==> src/rtl/rx78_pkg.sv <==
// rtl/rx78_pkg.sv - RX-78 VDP I/O map, CPU read FSM states, plane select helper
// Contents:
//   IO_* constants : Z80 I/O addresses decoded by vdp_regfile
//   rd_state_t     : vdp_cpu_port read sequencer states
//   plane_byte()   : picks the 8-bit plane selected by rbank out of {v6..v1}
`timescale 1ns/1ps
package rx78_pkg;

   localparam logic [7:0] IO_RBANK = 8'hF1;
   localparam logic [7:0] IO_WBANK = 8'hF2;
   localparam logic [7:0] IO_P1    = 8'hF5;
   localparam logic [7:0] IO_P2    = 8'hF6;
   localparam logic [7:0] IO_P3    = 8'hF7;
   localparam logic [7:0] IO_P4    = 8'hF8;
   localparam logic [7:0] IO_P5    = 8'hF9;
   localparam logic [7:0] IO_P6    = 8'hFA;
   localparam logic [7:0] IO_CMASK = 8'hFB;
   localparam logic [7:0] IO_BGC   = 8'hFC;
   localparam logic [7:0] IO_MASK  = 8'hFE;

   typedef enum logic [1:0] {
      ST_IDLE    = 2'd0,
      ST_RD_ISS  = 2'd1,
      ST_RD_CAP  = 2'd2,
      ST_RD_DONE = 2'd3
   } rd_state_t;

   // Banks 1..6 map to v1..v6; 0 and 7 have no plane behind them and read as $FF.
   function automatic logic [7:0] plane_byte(input logic [47:0] rdata, input logic [2:0] bank);
      logic [7:0] b;
      case (bank)
         3'd1:    b = rdata[7:0];
         3'd2:    b = rdata[15:8];
         3'd3:    b = rdata[23:16];
         3'd4:    b = rdata[31:24];
         3'd5:    b = rdata[39:32];
         3'd6:    b = rdata[47:40];
         default: b = 8'hFF;
      endcase
      return b;
   endfunction

endpackage

==> src/rtl/vdp_regfile.sv <==
// rtl/vdp_regfile.sv - VDP I/O register decode and display register outputs
// Ports:
//   clk, rst_n               : clock, asynchronous active-low reset
//   io_addr, io_wr, io_din   : Z80 I/O write (level strobe, repeats harmlessly)
//   rbank, wbank             : VRAM read plane select / per-plane write enables
//   p1..p6, cmask, bgc, mask : display registers
`timescale 1ns/1ps
module vdp_regfile
   import rx78_pkg::*;
(
   input  logic       clk,
   input  logic       rst_n,
   input  logic [7:0] io_addr,
   input  logic       io_wr,
   input  logic [7:0] io_din,
   output logic [2:0] rbank,
   output logic [5:0] wbank,
   output logic [7:0] p1,
   output logic [7:0] p2,
   output logic [7:0] p3,
   output logic [7:0] p4,
   output logic [7:0] p5,
   output logic [7:0] p6,
   output logic [7:0] cmask,
   output logic [7:0] bgc,
   output logic [7:0] mask
);

   always_ff @(posedge clk or negedge rst_n) begin
      if (!rst_n) begin
         rbank <= '0;
         wbank <= '0;
         p1    <= '0;
         p2    <= '0;
         p3    <= '0;
         p4    <= '0;
         p5    <= '0;
         p6    <= '0;
         cmask <= '0;
         bgc   <= '0;
         mask  <= '0;
      end else if (io_wr) begin
         case (io_addr)
            IO_RBANK: rbank <= io_din[2:0];
            IO_WBANK: wbank <= io_din[5:0];
            IO_P1:    p1    <= io_din;
            IO_P2:    p2    <= io_din;
            IO_P3:    p3    <= io_din;
            IO_P4:    p4    <= io_din;
            IO_P5:    p5    <= io_din;
            IO_P6:    p6    <= io_din;
            IO_CMASK: cmask <= io_din;
            IO_BGC:   bgc   <= io_din;
            IO_MASK:  mask  <= io_din;
            default:  ;
         endcase
      end
   end

endmodule

==> src/rtl/vdp_cpu_port.sv <==
// rtl/vdp_cpu_port.sv - Z80 access port into VDP registers and the six VRAM planes
// Ports:
//   clk, rst_n                 : clock, asynchronous active-low reset
//   vclk                       : display owns the VRAM port while high
//   io_addr, io_wr, io_din     : I/O register writes (see vdp_regfile)
//   cpu_addr, mem_wr, mem_rd,
//   cpu_din, cpu_dout, cpu_wait: memory access in the $E000 window, stall output
//   vram_sel, vram_addr,
//   vram_we, vram_wdata,
//   vram_rdata                 : VRAM port towards the planes ({v6..v1} on read)
//   p1..p6, cmask, bgc, mask   : display registers
`timescale 1ns/1ps
module vdp_cpu_port
   import rx78_pkg::*;
#(
   parameter logic [2:0] WIN_BASE = 3'b111
)(
   input  logic        clk,
   input  logic        rst_n,
   input  logic        vclk,
   input  logic [7:0]  io_addr,
   input  logic        io_wr,
   input  logic [7:0]  io_din,
   input  logic [15:0] cpu_addr,
   input  logic        mem_wr,
   input  logic        mem_rd,
   input  logic [7:0]  cpu_din,
   output logic [7:0]  cpu_dout,
   output logic        cpu_wait,
   output logic        vram_sel,
   output logic [12:0] vram_addr,
   output logic [5:0]  vram_we,
   output logic [7:0]  vram_wdata,
   input  logic [47:0] vram_rdata,
   output logic [7:0]  p1,
   output logic [7:0]  p2,
   output logic [7:0]  p3,
   output logic [7:0]  p4,
   output logic [7:0]  p5,
   output logic [7:0]  p6,
   output logic [7:0]  cmask,
   output logic [7:0]  bgc,
   output logic [7:0]  mask
);

   logic [2:0]  rbank;
   logic [5:0]  wbank;
   rd_state_t   state;
   logic        acc;
   logic        wb_full;
   logic [12:0] wb_addr;
   logic [7:0]  wb_data;
   logic        win;
   logic        wr_accept;
   logic        rd_accept;
   logic        drain;
   logic        rd_issue;

   vdp_regfile u_regfile (
      .clk     (clk),
      .rst_n   (rst_n),
      .io_addr (io_addr),
      .io_wr   (io_wr),
      .io_din  (io_din),
      .rbank   (rbank),
      .wbank   (wbank),
      .p1      (p1),
      .p2      (p2),
      .p3      (p3),
      .p4      (p4),
      .p5      (p5),
      .p6      (p6),
      .cmask   (cmask),
      .bgc     (bgc),
      .mask    (mask)
   );

   // acc blocks re-acceptance of a strobe the CPU is still holding.
   // A read only issues once the buffer is empty, so drain and read issue
   // can never claim the port in the same cycle.
   always_comb begin
      win       = (cpu_addr[15:13] == WIN_BASE);
      wr_accept = mem_wr & win & ~acc & ~wb_full;
      rd_accept = mem_rd & win & ~acc & (state == ST_IDLE);
      drain     = wb_full & ~vclk;
      rd_issue  = (state == ST_RD_ISS) & ~vclk & ~wb_full;
      cpu_wait  = (mem_rd & win & (state != ST_RD_DONE))
                | (mem_wr & win & ~acc & wb_full);
   end

   always_ff @(posedge clk or negedge rst_n) begin
      if (!rst_n) begin
         state      <= ST_IDLE;
         acc        <= 1'b0;
         wb_full    <= 1'b0;
         wb_addr    <= '0;
         wb_data    <= '0;
         cpu_dout   <= 8'hFF;
         vram_sel   <= 1'b0;
         vram_we    <= '0;
         vram_addr  <= '0;
         vram_wdata <= '0;
      end else begin
         // Port strobes are single-cycle pulses unless re-asserted below.
         vram_sel <= 1'b0;
         vram_we  <= '0;

         if (!mem_wr && !mem_rd)
            acc <= 1'b0;
         else if (wr_accept || rd_accept)
            acc <= 1'b1;

         if (wr_accept) begin
            wb_full <= 1'b1;
            wb_addr <= cpu_addr[12:0];
            wb_data <= cpu_din;
         end else if (drain) begin
            wb_full    <= 1'b0;
            vram_sel   <= 1'b1;
            vram_we    <= wbank;
            vram_addr  <= wb_addr;
            vram_wdata <= wb_data;
         end

         case (state)
            ST_IDLE: begin
               if (rd_accept)
                  state <= ST_RD_ISS;
            end
            ST_RD_ISS: begin
               if (rd_issue) begin
                  vram_sel  <= 1'b1;
                  vram_addr <= cpu_addr[12:0];
                  state     <= ST_RD_CAP;
               end
            end
            ST_RD_CAP: begin
               cpu_dout <= plane_byte(vram_rdata, rbank);
               state    <= ST_RD_DONE;
            end
            ST_RD_DONE: begin
               if (!mem_rd)
                  state <= ST_IDLE;
            end
            default: state <= ST_IDLE;
         endcase
      end
   end

endmodule

==> config.mk <==
export PLATFORM = sky130hd
export DESIGN_NAME = vdp_cpu_port
export DESIGN_NICKNAME = d
export VERILOG_FILES = /design/src/rtl/rx78_pkg.sv /design/src/rtl/vdp_regfile.sv /design/src/rtl/vdp_cpu_port.sv
export SDC_FILE = /design/constraint.sdc
export NUM_CORES = 1
export LEC_CHECK = 0
export ABC_AREA = 0
export BUFFER_PORTS_ARGS = -buffer_cell sky130_fd_sc_hd__buf_4
export CAP_MARGIN = 20
export CORE_MARGIN = 5
export CORE_UTILIZATION = 50
export CTS_CLUSTER_DIAMETER = 50
export DETAILED_ROUTE_END_ITERATION = 16
export GPL_TIMING_DRIVEN = 1
export PLACE_DENSITY = 0.85
export SLEW_MARGIN = 20
export SYNTH_ARGS = -nofsm -noshare
export SYNTH_HDL_FRONTEND = slang
export SYNTH_HIERARCHICAL = 1
export SYNTH_SLANG_ARGS = --single-unit
==> constraint.sdc <==
create_clock -name clk -period 1.75 [get_ports clk]
set_input_delay 0.0875 -clock clk [delete_from_list [all_inputs] [get_ports clk]]
set_output_delay 0.0875 -clock clk [all_outputs]
set_load 0.1 [all_outputs]
Yosys cells after proc, flatten, opt, wreduce, memory -nomap -nowiden
Index checks and enable logic that the tools add are counted.
Word-level totals
  bits in registers: 142
  input port bits: 94
  output and inout bits: 109
  logic and storage cells: 101
Cells by class
  equality and inequality tests: 25
  mux-type cells: 19
  bitwise logic cells: 16
  reduce and logical (&&, ||, !) cells: 20
Operators with widths (count)
  == test 8 bit, second input constant: 11
  two-way mux 13 bit: 4
  one-hot mux 8 bit (6 select lines): 1
  AND reduction 2 bit: 12
  == test 3 bit, second input constant: 4
  two-way mux 6 bit: 2
  AND 1 bit: 11
  two-way mux 1 bit: 8
  != test 2 bit, second input constant: 4
  one-hot mux 2 bit (4 select lines): 1
  == test 3 x 2 -> 1 bit, second input constant: 2
  two-way mux 2 bit: 3
  == test 2 bit, second input constant: 2
  inverter 1 bit: 4
  nonzero test 2 bit: 2
  == test 3 x 1 -> 1 bit, second input constant: 1
  AND reduction 3 bit: 1
  == test 2 x 1 -> 1 bit, second input constant: 1
  logical NOT 1 bit: 2
  logical NOT 2 bit: 1
  logical AND 1 bit: 1
  logical OR 1 bit: 1
  OR 1 bit: 1

Logic depth before layout (Yosys ltp)
Gate-level depths: netlist of the first run.
  word-level depth: 7
  mapped depth: 6
  mapped depth without buffers: 6

Modules after synthesis
The synthesis of the first run kept the hierarchy.
By module, submodules not included
  vdp_regfile: times used 1, cells each 188, area an instance 3218.1 sq um, seq. area each 2026.9 sq um
  vdp_cpu_port: times used 1, cells each 279, area an instance 3111.7 sq um, seq. area each 1536.5 sq um

Worst setup path after synthesis of the first run
OpenSTA, ideal clock, no wires.
  kind: reg-to-output
  start: register state[0]
  end: output cpu_wait
  arrival: 2.198 ns
  slack: -0.535 ns
  stages on the path, launching flop included: 4
  path buffers: 0
  path through: dfrtp_1 ha_1 nand2b_1 a21oi_1
Between the ends
  word-level cells in the longest chain between the ends: 3
Ends and longest elaborated chain
  from (decl): line vdp_cpu_port.sv:48  | rd_state_t state;
  from (signal assigned): line vdp_cpu_port.sv:93  | state <= ST_IDLE;
  from (signal assigned): line vdp_cpu_port.sv:128  | state <= ST_RD_ISS;
  from (signal assigned): line vdp_cpu_port.sv:134  | state <= ST_RD_CAP;
  != test 2 bit: line vdp_cpu_port.sv:87  | cpu_wait = (mem_rd & win & (state != ST_RD_DONE))
  AND 1 bit: line vdp_cpu_port.sv:87
  OR 1 bit: line vdp_cpu_port.sv:88  | | (mem_wr & win & ~acc & wb_full);
  to (decl): line vdp_cpu_port.sv:29  | output logic cpu_wait,
No other way between the ends.

Final worst setup path of the first run
  start: register state[0]
  end: register state[1]
Between the ends
  word-level cells in the longest chain between the ends: 5
  elaborated cells on any way between the ends: 12
  classes of those cells: eq/ne: 6; mux: 1; bitwise: 3; reduce/logical: 2
Ends and longest elaborated chain
  == test 2 x 1 -> 1 bit: line vdp_cpu_port.sv:86, vdp_cpu_port.sv:125
  AND 1 bit (2 in a row): line vdp_cpu_port.sv:86  | rd_issue = (state == ST_RD_ISS) & ~vclk & ~wb_full;
  != test 2 bit (no line)
  AND reduction 3 bit (no line)
Parallel ways exist; a longest one is shown, timed or not.
A chain may end at the register's enable or synchronous reset.

==> Implementation_results.wiki, run 1 <==
{| class="wikitable"
! Metric !! Value
|-
| Outcome || finished, final reports clean
|-
| Share of total power in combinational logic || 0.416
|-
| Clock root buffer || clkbuf_16
|-
| Setup TNS Final || 0 ns
|-
| GRT Max-Usage Layer || met2
|-
| IO Pins || 203
|-
| Fraction of met1 tracks used by global routing || 0.290
|-
| Top cells by area in the synthesized netlist || dfrtp_1 (53%), mux2_2 (15%), mux2_4 (6.4%)
|-
| Count of warnings emitted by yosys || 6
|-
| Finished Core Util || 0.723
|-
| Worst-Margin Slew || 0.622 ns
|-
| Number of buffer cells added on primary ports || 202
|-
| Type of the worst setup path || flip-flop to flip-flop
|-
| Global routing met2 resource utilization || 0.412
|-
| Final Routed Wirelength || 18.3 mm
|-
| Initial detailed-routing violation count || 354
|-
| Net load switching power || 0.00565 W
|-
| Sequential element share of the synthesized area || 0.563
|-
| Number of nets in the finished design || 817
|-
| Flip-flop and latch count after synthesis || 142
|-
| Synth Area per Inst || 13.6 um^2
|-
| # Max-Cap Violations || 0
|-
| Max-slew violation count || 0
|-
| Share of post-route cells with drive strength above 1 || 0.544
|-
| Worst setup skew after layout || 0.0120 ns
|-
| Highest clock frequency the design can meet || 574 MHz
|-
| FP Rows || 41
|-
| Starting Density || 0.506
|-
| Min cycle time layout || 1.74 ns
|-
| Top-area cell type share of the netlist area || 0.530
|-
| Cell taking the most area after synthesis || dfrtp_1
|-
| HPWL after DPL || 12.5 mm
|-
| Peak supply drop || 0.000971 V
|-
| Number of antenna cells inserted || 0
|-
| Global placement routability congestion || 0.840
|-
| TritonCTS sink count || 142
|-
| Proportion of total power due to net switching || 0.434
|-
| Clock Path Buffers || 2
|-
| Vias per std cell || 5.48
|-
| Leakage || 4.50 nW
|-
| Setup-violating endpoint count in the final report || 0
|-
| Post-synthesis to final-layout area growth || 43.1%
|-
| Final-layout fill cell count || 823
|-
| Residual overflow from global routing || 0
|-
| Worst Path Max Fanout || 15
|-
| Clock share of power || 0.251
|-
| RSZ-0062 raised after global routing || true
|-
| # H-tree levels || 4
|-
| Startpoint types || flip-flop
|-
| Part of the power in registers || 0.334
|-
| Class of the worst hold path || primary input to flip-flop
|-
| Die Width || 123 um
|-
| Critical Path RT || 2.04 ns
|-
| Post-placement setup slack || -0.132 ns
|-
| Total nets after synthesis || 566
|-
| Final WS setup || 0.00922 ns
|-
| Antenna violations before repair || 0
|-
| Global-route wire length before repair || 28.5 mm
|-
| Ys flop type || dfrtp_1
|-
| Internal Pwr Total || 0.00739 W
|-
| Number of global-route vias before repair || 5305
|-
| Met3 Resource Use GR || 0.109
|-
| Overall Global Routing Usage || 0.250
|-
| P per Cell Area || 1440 nW/um^2
|-
| Total count of hold-check failures in the final report || 0
|-
| Remaining max-slew budget at the tightest pin || 0.585
|-
| Synth Cell Area || 6330 um^2
|-
| Tot Pwr || 0.0130 W
|-
| Count of distinct cell types in the synthesized netlist || 48
|-
| Kind of capture point of the worst setup path || flip-flop
|-
| Largest net degree at the start of global routing || 64
|-
| Via count || 4945
|-
| Number of remaining DRC errors || 0
|-
| Syn Inst Count || 467
|-
| Final routed wire length divided by cell count || 20.2 um
|-
| Area enclosed by the die boundary || 15000 um^2
|-
| Num CTS Buffers || 17
|-
| CTS clk-pin slew, worst paths || 0.06 ns
|-
| Arrival time of the worst setup path || 2.03 ns
|-
| Post-synth ARST share || 1.00
|-
| Core area || 12500 um^2
|-
| Vertical die dimension || 123 um
|-
| Total iterations of the first detailed-routing run || 5
|-
| Clock latency on the worst-skew pair || 0.42 ns
|-
| Number of enable flip-flop cells after synthesis || 0
|-
| CTS tree || done
|-
| Period Utilization, post-route || 0.995
|-
| Final ANT Viol Nets || 0
|}
-- registers in the layout, summed over array words and instances (netlist names) --
signal and count:
u_regfile/wbank 6, u_regfile/p5 8, u_regfile/p3 8, cpu_dout 8, u_regfile/bgc 8, wb_addr 13, u_regfile/p2 8, u_regfile/p6 8
vram_we 6, vram_wdata 8, wb_data 8, u_regfile/mask 8, u_regfile/rbank 3, vram_sel 1, state 2, u_regfile/p1 8
u_regfile/cmask 8, wb_full 1, u_regfile/p4 8, vram_addr 13, acc 1
-- repair_timing --
item	4_1_cts	5_1_grt
endpoints found under the hold margin	95	1
gates resized for setup	6	4
pin swaps	1	2
hold buffers	28	1
endpoints found under the setup margin	14	6
setup buffers	0	1
-- metal layers --
layer | share of wire | up-vias | routed length (um)
met1 | 0.38 | 2470 | 6900
met3 | 0.099 | 41 | 1800
met2 | 0.50 | 253 | 9120
met5 | 0 | - | 0
li1 | - | 2181 | -
met4 | 0.025 | 0 | 450
-- stage by stage --
| stage | hold WS, ns | std cells | instance area [um^2] |
|---|---|---|---|
| 3_3_place_gp | 0.107 | 841 | 8170 |
| 5_1_grt | 0.00637 | 903 | 9050 |
| 2_1_floorplan | -0.208 | 467 | 6330 |
| 6_report | 0.0249 | 903 | 9050 |
| 4_1_cts | 0.00282 | 901 | 9020 |
| 3_5_place_dp | 0.124 | 841 | 8170 |
-- cell usage in the layout (no fill, tap or decap), types with 4 or more instances in the layout --
cell and instances:
nand2b_1 7, buf_4 221, a21oi_1 15, ha_1 4
mux2_4 27, mux2i_1 10, nand2_1 13, nor2_1 19
inv_1 7, dlygate4sd3_1 29, and2_1 6, dfrtp_1 133
buf_12 6, a22oi_1 13, o21ai_0 27, clkinv_2 5
mux2_2 84, nor3_2 5, nor2b_1 16, a31oi_1 6
dfstp_2 8, clkbuf_16 17
-- critical path, stage by stage (launching register included) --
cell      delay, ns
dfrtp_1        0.38
buf_4          0.15
ha_1           0.20
buf_4          0.19
o21ai_0        0.10
o2111a_1       0.26
mux2_2         0.34
-- synthesized netlist by cell type (3+ instances only) --
| library cell | count |
|---|---|
| dfrtp_1 | 134 |
| mux2_2 | 84 |
| o21ai_0 | 28 |
| mux2_4 | 27 |
| nor2_1 | 19 |
| nor2b_1 | 18 |
| a21oi_1 | 16 |
| a22oi_1 | 13 |
| clkbuf_1 | 13 |
| nand2_1 | 13 |
| mux2i_1 | 10 |
| dfstp_2 | 8 |
| nand2b_1 | 8 |
| inv_1 | 7 |
| a31oi_1 | 6 |
| and2_1 | 6 |
| buf_2 | 5 |
| ha_1 | 5 |
| nor3_2 | 5 |
| buf_1 | 3 |
| nand3_1 | 3 |
| o22a_1 | 3 |
-- worst paths after layout --
kind	startpoint	depth (start not counted)	endpoint	slack, ns
hold / removal	io_din[3]	2	u_regfile/p6[3]$_DFFE_PN0P_	0.02
min in group asynchronous	rst_n	2	u_regfile/rbank[0]$_DFFE_PN0P_	0.27
max in group asynchronous	rst_n	3	wb_addr[1]$_DFFE_PN0P_	0.87
setup / recovery	state[0]$_DFFE_PN0P_	6	state[1]$_DFFE_PN0P_	0.009
hold reg to reg	u_regfile/wbank[1]$_DFFE_PN0P_	1	vram_we[1]$_DFF_PN0_	0.48
setup reg to reg	state[0]$_DFFE_PN0P_	6	state[1]$_DFFE_PN0P_	0.009
-- final cells by class --
cell class | instances | area (um^2) | share of cell area
timing repair buffer | 257 | 2080 | 0.230
multi-input combinational | 293 | 2630 | 0.290
tap | 172 | 215 | 0.0238
sequential | 142 | 3560 | 0.394
clock buffer | 22 | 474 | 0.0524
inverter | 7 | 26.3 | 0.00290
clock inverter | 10 | 65.1 | 0.00719
-- logic make-up after synthesis --
logic type,count (synthesis),share of synthesized area
and+or+nand+nor,86,0.0895
muxes,121,0.229
AOI/OAI and AO/OA,81,0.0808
buffers and inverters,32,0.0275
adders and majority gates,5,0.00988
DFF,142,0.563
-- power groups by stage --
| stage | Combinational, W | Sequential (W) | Clock (W) |
|---|---|---|---|
| after floorplan | 0.00125 | 0.00699 | 0 |
| after detailed placement | 0.00525 | 0.00437 | 0 |
| final | 0.00542 | 0.00435 | 0.00327 |
| after global routing | 0.00565 | 0.00442 | 0.00350 |
| after CTS | 0.00534 | 0.00433 | 0.00332 |
| after global placement | 0.00512 | 0.00432 | 0 |
(Power assumes the default switching activity.)
==> run 2: changes to the inputs <==
--- a/config.mk
+++ b/config.mk
@@ -9,11 +9,11 @@
 export BUFFER_PORTS_ARGS = -buffer_cell sky130_fd_sc_hd__buf_4
 export CAP_MARGIN = 20
 export CORE_MARGIN = 5
-export CORE_UTILIZATION = 50
+export CORE_UTILIZATION = 51
 export CTS_CLUSTER_DIAMETER = 50
 export DETAILED_ROUTE_END_ITERATION = 16
 export GPL_TIMING_DRIVEN = 1
-export PLACE_DENSITY = 0.85
+export PLACE_DENSITY = 0.86
 export SLEW_MARGIN = 20
 export SYNTH_ARGS = -nofsm -noshare
 export SYNTH_HDL_FRONTEND = slang
==> run 2 against run 1 <==
  * First-iteration DRC count increased by 9.0%
  * Clock skew decreased by 0.0067 ns
  * Combinational power increased by 1%
  * Clock power increased by 14%
  * Utilization increased by 3.0 points
  * Flip-flop and latch count unchanged
  * Total power increased by 4.0%
  * Non-clock buffer count increased by 3
  * Final cell count decreased by 0.11%
  * Wire length increased by 0.60%
  * Worst setup slack improved by 0.026 ns
  * Global-route usage increased by 0.072 points
  * Largest cell class unchanged
  * Highest routed layer unchanged
==> Implementation_results.wiki, run 2 (same netlist as run 1, synthesis figures left out) <==
{| class="wikitable"
! Metric !! Value
|-
| Global placement routability congestion || 0.845 (was 0.840)
|-
| Critical Path RT || 2.04 ns (about the same)
|-
| Vias per std cell || 5.47 (was 5.48)
|-
| CTS clk-pin slew, worst paths || 0.06 ns (about the same)
|-
| TritonCTS sink count || 142 (unchanged)
|-
| # H-tree levels || 4 (unchanged)
|-
| IO Pins || 203 (unchanged)
|-
| Initial detailed-routing violation count || 386 (was 354)
|-
| Cells along the critical path || or4b_4, mux2_4 (was buf_4, ha_1, buf_4, o21ai_0, o2111a_1, mux2_2)
|-
| Most common cell after layout, fill and taps aside || buf_4 (unchanged)
|-
| Period Utilization, post-route || 0.980 (was 0.995)
|-
| Share of total power in combinational logic || 0.404 (was 0.416)
|-
| Largest registers || vram_addr: 13 flops, wb_addr: 13 flops (unchanged)
|-
| Remaining max-slew budget at the tightest pin || 0.600 (was 0.585)
|-
| CTS tree || done (unchanged)
|-
| Finished Core Util || 0.754 (was 0.723)
|-
| Clock share of power || 0.274 (was 0.251)
|-
| Number of nets in the finished design || 820 (was 817)
|-
| Arrival time of the worst setup path || 2.00 ns (was 2.03 ns)
|-
| Instance count after placement with tap cells included || 839 (was 841)
|-
| Proportion of total power due to net switching || 0.422 (was 0.434)
|-
| Core area || 12100 um^2 (was 12500 um^2)
|-
| Max-slew violation count || 0 (unchanged)
|-
| HPWL after DPL || 12.5 mm (about the same)
|-
| Clock Path Buffers || 2 (unchanged)
|-
| Number of buffer cells added on primary ports || 202 (unchanged)
|-
| Post-synthesis to final-layout area growth || 44.2% (was 43.1%)
|-
| Via count || 4936 (was 4945)
|-
| FP Rows || 40 (was 41)
|-
| Number of global-route vias before repair || 5357 (was 5305)
|-
| Residual overflow from global routing || 0 (unchanged)
|-
| Largest stage delay on the critical path || 0.79 ns (was 0.38 ns)
|-
| Net load switching power || 0.00572 W (was 0.00565 W)
|-
| Met1 wire length || 7.03 mm (was 6.90 mm)
|-
| Num CTS Buffers || 17 (unchanged)
|-
| Total iterations of the first detailed-routing run || 5 (unchanged)
|-
| Largest net degree at the start of global routing || 49 (was 64)
|-
| Hold Crit Depth || 2 (unchanged)
|-
| Part of the power in registers || 0.321 (was 0.334)
|-
| RSZ-0062 raised after global routing || true (unchanged)
|-
| Class of the worst hold path || primary input to flip-flop (unchanged)
|-
| Leakage || 4.53 nW (was 4.50 nW)
|-
| P per Cell Area || 1490 nW/um^2 (was 1440 nW/um^2)
|-
| Final routed wire length divided by cell count || 20.4 um (was 20.2 um)
|-
| Area enclosed by the die boundary || 14700 um^2 (was 15000 um^2)
|-
| Kind of capture point of the worst setup path || flip-flop (unchanged)
|-
| Type of the worst setup path || flip-flop to flip-flop (unchanged)
|-
| Amount of wire on met2 after detailed routing || 9.39 mm (was 9.12 mm)
|-
| Internal Pwr Total || 0.00784 W (was 0.00739 W)
|-
| Clock latency on the worst-skew pair || 0.41 ns (was 0.42 ns)
|-
| Met3 wire len || 1.68 mm (was 1.80 mm)
|-
| Top metal layer carrying routed signals || met4 (unchanged)
|-
| # Max-Cap Violations || 0 (unchanged)
|-
| Highest clock frequency the design can meet || 583 MHz (was 574 MHz)
|-
| Area of placed instances || 8160 um^2 (was 8170 um^2)
|-
| Final Routed Wirelength || 18.4 mm (was 18.3 mm)
|-
| Register-to-Register Path Depth || 2 (was 6)
|-
| Clock root buffer || clkbuf_16 (unchanged)
|-
| Worst-Margin Slew || 0.600 ns (was 0.622 ns)
|-
| Starting Density || 0.523 (was 0.506)
|-
| Peak supply drop || 0.000842 V (was 0.000971 V)
|-
| Setup TNS Final || 0 ns (unchanged)
|-
| Global-route wire length before repair || 28.6 mm (was 28.5 mm)
|-
| Fin area || 9130 um^2 (was 9050 um^2)
|-
| Outcome || finished, final reports clean (unchanged)
|-
| Tot Pwr || 0.0136 W (was 0.0130 W)
|-
| Vertical die dimension || 121 um (was 123 um)
|-
| Leading cell types in the layout, fill and taps excluded || buf_4 (225), dfrtp_1 (134), mux2_2 (84), dlygate4sd3_1 (29) (was buf_4 (221), dfrtp_1 (133), mux2_2 (84), dlygate4sd3_1 (29))
|-
| Worst Path Max Fanout || 22 (was 15)
|-
| Setup-violating endpoint count in the final report || 0 (unchanged)
|-
| Worst setup skew after layout || 0.00525 ns (was 0.0120 ns)
|-
| Final ANT Viol Nets || 0 (unchanged)
|-
| Min cycle time layout || 1.71 ns (was 1.74 ns)
|-
| Antenna violations before repair || 0 (unchanged)
|-
| Number of remaining DRC errors || 0 (unchanged)
|-
| Overall Global Routing Usage || 0.251 (was 0.250)
|-
| Final-layout fill cell count || 763 (was 823)
|-
| CP max-delay cell || or4b_4 (was dfrtp_1)
|-
| Final cell count without fillers || 902 (was 903)
|-
| Die Width || 121 um (was 123 um)
|-
| Share of post-route cells with drive strength above 1 || 0.552 (was 0.544)
|-
| Startpoint types || flip-flop (unchanged)
|-
| Total count of hold-check failures in the final report || 0 (unchanged)
|-
| Number of antenna cells inserted || 0 (unchanged)
|}
## run 2: cell count changes in the layout (fill, tap and decap cells not counted), sizes merged
cell    previous run  this run
clkinv             6         2
buf              228       231
bufinv             0         3
inv                8        10
clkbuf            22        21
## run 2: critical path: cells and delay by family, from the launching register on
kind / cells / cell delay [ns]
flip-flops: 1 / 0.41
multiplexers: 1 / 0.39
AND/OR/NAND/NOR: 1 / 0.79
## run 2: worst paths after layout
check / start / endpoint / slack [ns]
min in group asynchronous: rst_n / vram_addr[1]$_DFF_PN0_ / 0.18
min: io_din[5] / u_regfile/p4[5]$_DFFE_PN0P_ / 0.02
max in group asynchronous: rst_n / cpu_dout[6]$_DFFE_PN1P_ / 0.94
max reg2reg: acc$_DFFE_PN0P_ / wb_addr[3]$_DFFE_PN0P_ / 0.04
max: acc$_DFFE_PN0P_ / wb_addr[3]$_DFFE_PN0P_ / 0.04
min reg2reg: u_regfile/wbank[0]$_DFFE_PN0P_ / vram_we[0]$_DFF_PN0_ / 0.48
## run 2: timing repair
action,in CTS,in global routing
gates cloned,0,0
hold buffers,29,0
setup endpoints to repair,14,3
endpoints found under the hold margin,86,0
setup buffers,1,1
resized for setup,7,8
pin swaps,1,2
## run 2: cell type report
type | count | area (um^2) | share of cell area
Inverter | 7 | 26.3 | 0.00288
Multi-Input combinational cell | 293 | 2630 | 0.288
Clock buffer | 21 | 460 | 0.0505
Sequential cell | 142 | 3560 | 0.390
Clock inverter | 11 | 156 | 0.0171
Tap cell | 168 | 210 | 0.0230
Timing Repair Buffer | 260 | 2080 | 0.228
## run 2: routing by layer
| metal | track usage | vias to the layer above |
|---|---|---|
| met4 | 0.0679 | 0 |
| met1 | 0.291 | 2506 |
| met3 | 0.0998 | 27 |
| met5 | 0 | - |
| li1 | - | 2187 |
| met2 | 0.431 | 216 |
## run 2: power groups by stage
| stage | registers [W] | clock network, W | logic, W |
|---|---|---|---|
| finish | 0.00436 | 0.00372 | 0.00548 |
| detailed placement | 0.00436 | 0 | 0.00526 |
| floorplan | 0.00699 | 0 | 0.00125 |
| global placement | 0.00432 | 0 | 0.00511 |
| CTS | 0.00433 | 0.00377 | 0.00539 |
| global route | 0.00442 | 0.00394 | 0.00569 |
## run 2: per-stage QoR
step / worst slack (ns) / hold WS (ns)
after floorplan: 0.0762 / -0.208
after global placement: 0.0302 / 0.0526
after detailed placement: -0.125 / 0.0618
after CTS: 0.00356 / 0.00373
after global routing: -0.000273 / 0.00105
final: 0.0357 / 0.0188
==> run 3: changes to the inputs <==
--- a/config.mk
+++ b/config.mk
@@ -8,13 +8,13 @@
 export ABC_AREA = 0
 export BUFFER_PORTS_ARGS = -buffer_cell sky130_fd_sc_hd__buf_4
 export CAP_MARGIN = 20
+export CORE_ASPECT_RATIO = 0.5
 export CORE_MARGIN = 5
 export CORE_UTILIZATION = 51
 export CTS_CLUSTER_DIAMETER = 50
 export DETAILED_ROUTE_END_ITERATION = 16
 export GPL_TIMING_DRIVEN = 1
 export PLACE_DENSITY = 0.86
-export SLEW_MARGIN = 20
 export SYNTH_ARGS = -nofsm -noshare
 export SYNTH_HDL_FRONTEND = slang
 export SYNTH_HIERARCHICAL = 1
==> run 3 against run 2 <==
  * Clock power shrank 3%
  * Critical path depth unchanged
  * Hold slack got worse by 0.0095 ns
  * Wire length shrank 5.6%
  * Design area is 1.5% lower
  * Register-to-register slack better by 0.02 ns
  * Clock skew grew 0.0027 ns
  * Sequential power hardly changed
  * Utilization down 0.35 points
  * Via count decreased by 3.1%
  * Final cell count shrank 1.3%
  * Worst setup slack better by 0.019 ns
==> Implementation_results.wiki, run 3 (same netlist as run 1, synthesis figures left out) <==
{| class="wikitable"
! Metric !! Value
|-
| Outcome || finished, final reports clean (unchanged)
|-
| Total count of hold-check failures in the final report || 0 (unchanged)
|-
| Number of buffers and inverters on the critical path || 0 (unchanged)
|-
| Overall Global Routing Usage || 0.236 (was 0.251)
|-
| Tot Pwr || 0.0133 W (was 0.0136 W)
|-
| RSZ-0062 raised after global routing || false (was true)
|-
| Share of total power in combinational logic || 0.402 (was 0.404)
|-
| Final ANT Viol Nets || 0 (unchanged)
|-
| HPWL after DPL || 12.1 mm (was 12.5 mm)
|-
| Critical path depth in cells || 2 (unchanged)
|-
| Area enclosed by the die boundary || 14900 um^2 (was 14700 um^2)
|-
| Share of post-route cells with drive strength above 1 || 0.548 (was 0.552)
|-
| Source of the worst hold timing path || io_din[7] (was io_din[5])
|-
| Critical Path RT || 2.04 ns (about the same)
|-
| Class of the worst hold path || primary input to flip-flop (unchanged)
|-
| Vertical die dimension || 88.8 um (was 121 um)
|-
| Setup-violating endpoint count in the final report || 0 (unchanged)
|-
| Clock share of power || 0.271 (was 0.274)
|-
| Period Utilization, post-route || 0.969 (was 0.980)
|-
| Remaining max-slew budget at the tightest pin || 0.679 (was 0.600)
|-
| Part of the power in registers || 0.327 (was 0.321)
|-
| Highest clock frequency the design can meet || 590 MHz (was 583 MHz)
|-
| Arrival time of the worst setup path || 1.99 ns (was 2.00 ns)
|-
| FP Rows || 28 (was 40)
|-
| Proportion of total power due to net switching || 0.429 (was 0.422)
|-
| Number of remaining DRC errors || 0 (unchanged)
|-
| Global-route wire length before repair || 27.5 mm (was 28.6 mm)
|-
| Net load switching power || 0.00569 W (was 0.00572 W)
|-
| Core area || 12000 um^2 (was 12100 um^2)
|-
| FF-to-FF End || wb_addr[5]$_DFFE_PN0P_ (was wb_addr[3]$_DFFE_PN0P_)
|-
| Global routing met2 resource utilization || 0.426 (was 0.431)
|-
| Worst-Margin Slew || 0.478 ns (was 0.600 ns)
|-
| Type of the worst setup path || flip-flop to flip-flop (unchanged)
|-
| Critical path startpoint || acc$_DFFE_PN0P_ (unchanged)
|-
| Worst Path Max Fanout || 22 (unchanged)
|-
| Peak supply drop || 0.00111 V (was 0.000842 V)
|-
| Residual overflow from global routing || 0 (unchanged)
|-
| Kind of capture point of the worst setup path || flip-flop (unchanged)
|-
| Setup TNS Final || 0 ns (unchanged)
|-
| Final routed wire length divided by cell count || 19.5 um (was 20.4 um)
|-
| Total iterations of the first detailed-routing run || 5 (unchanged)
|-
| Number of antenna cells inserted || 0 (unchanged)
|-
| Num CTS Buffers || 17 (unchanged)
|-
| GRT Max-Usage Layer || met2 (unchanged)
|-
| Largest stage delay on the critical path || 0.78 ns (was 0.79 ns)
|-
| Starting Density || 0.528 (was 0.523)
|-
| Finished Core Util || 0.750 (was 0.754)
|-
| CP max-delay cell || or4b_4 (unchanged)
|-
| P per Cell Area || 1480 nW/um^2 (was 1490 nW/um^2)
|-
| Die Width || 168 um (was 121 um)
|-
| Register-to-Register Path Depth || 2 (unchanged)
|-
| Hold-critical path endpoint || u_regfile/p6[7]$_DFFE_PN0P_ (was u_regfile/p4[5]$_DFFE_PN0P_)
|-
| # Max-Cap Violations || 0 (unchanged)
|-
| Number of global-route vias before repair || 5321 (was 5357)
|-
| Number of buffer cells added on primary ports || 202 (unchanged)
|-
| Leading cell types in the layout, fill and taps excluded || buf_4 (222), dfrtp_1 (134), mux2_2 (84), o21ai_0 (27), mux2_4 (27) (was buf_4 (225), dfrtp_1 (134), mux2_2 (84), dlygate4sd3_1 (29))
|-
| Hold Crit Depth || 2 (unchanged)
|-
| CTS tree || done (unchanged)
|-
| Clock root buffer || clkbuf_16 (unchanged)
|-
| Largest registers || vram_addr: 13 flops, wb_addr: 13 flops (unchanged)
|-
| Met3 Resource Use GR || 0.0634 (was 0.0998)
|-
| IO Pins || 203 (unchanged)
|-
| Internal Pwr Total || 0.00758 W (was 0.00784 W)
|-
| Most common cell after layout, fill and taps aside || buf_4 (unchanged)
|-
| Global placement routability congestion || 0.935 (was 0.845)
|-
| Cells along the critical path || or4b_4, mux2_4 (unchanged)
|-
| Max-slew violation count || 0 (unchanged)
|-
| Initial detailed-routing violation count || 274 (was 386)
|-
| Worst R2R Setup Slack || 0.05 ns (was 0.04 ns)
|-
| Clock Path Buffers || 2 (unchanged)
|-
| Number of nets in the finished design || 812 (was 820)
|-
| Leakage || 4.48 nW (was 4.53 nW)
|-
| Clock latency on the worst-skew pair || 0.40 ns (was 0.41 ns)
|-
| Final WS setup || 0.0546 ns (was 0.0357 ns)
|-
| Worst setup skew after layout || 0.00797 ns (was 0.00525 ns)
|-
| TritonCTS sink count || 142 (unchanged)
|-
| Post-placement setup slack || 0.0761 ns (was -0.125 ns)
|-
| Final Routed Wirelength || 17.3 mm (was 18.4 mm)
|-
| Antenna violations before repair || 0 (unchanged)
|-
| Min cycle time layout || 1.70 ns (was 1.71 ns)
|-
| CP delay by family, top || simple AND/OR/NAND/NOR gates (unchanged)
|-
| Vias per std cell || 5.38 (was 5.47)
|-
| Fraction of met1 tracks used by global routing || 0.280 (was 0.291)
|-
| Via count || 4785 (was 4936)
|-
| Final-layout fill cell count || 776 (was 763)
|-
| Startpoint types || flip-flop (unchanged)
|-
| Largest net degree at the start of global routing || 50 (was 49)
|-
| Startpoint of the worst register-to-register path || acc$_DFFE_PN0P_ (unchanged)
|-
| # H-tree levels || 4 (unchanged)
|-
| Post-synthesis to final-layout area growth || 42.0% (was 44.2%)
|-
| CTS clk-pin slew, worst paths || 0.07 ns (was 0.06 ns)
|}
-- run 3: power groups by stage --
stage / Clock, W / Combinational [W] / Sequential, W
finish: 0.00359 / 0.00534 / 0.00434
global route: 0.00382 / 0.00557 / 0.00441
CTS: 0.00364 / 0.00531 / 0.00433
global placement: 0 / 0.00513 / 0.00434
detailed placement: 0 / 0.00525 / 0.00437
floorplan: 0 / 0.00125 / 0.00699
-- run 3: how the worst max path moves through the flow --
| stage | to | slack (ns) |
|---|---|---|
| after floorplan | cpu_wait | 0.08 |
| final | wb_addr[5]$_DFFE_PN0P_ | 0.05 |
| after global routing | acc$_DFFE_PN0P_ | 0.01 |
| after global placement | wb_addr[10]$_DFFE_PN0P_ | 0.11 |
| after detailed placement | wb_addr[1]$_DFFE_PN0P_ | 0.08 |
| after CTS | cpu_wait | 0.03 |
-- run 3: metal layers --
layer	share of wire	up-vias	wire length, um
met5	0	-	0
met4	0.021	0	362
met3	0.051	34	886
met2	0.53	141	9110
met1	0.40	2430	6980
li1	-	2180	-
-- run 3: area by class of cell --
type                       count  area, um^2  share of cell area
clock buffer                  17         425              0.0473
clock inverter                14         160              0.0178
inverter                       7        26.3             0.00292
multi-input combinational    293        2600               0.289
sequential                   142        3560               0.397
tap                          165         206              0.0230
timing repair buffer         252        2000               0.223
-- run 3: per-stage QoR --
stage / cells / hold WS (ns) / instance area, um^2
after floorplan: 467 / -0.208 / 6330
after global placement: 833 / 0.0551 / 8130
after detailed placement: 833 / 0.0597 / 8130
after CTS: 889 / 0.00157 / 8970
after global routing: 890 / 0.00562 / 8990
final: 890 / 0.00933 / 8990
-- run 3: timing repair --
action,in CTS,in global routing
gates resized for setup,0,6
buffers inserted,0,1
setup endpoints to repair,0,2
hold buffers,25,0
endpoints found under the hold margin,75,0
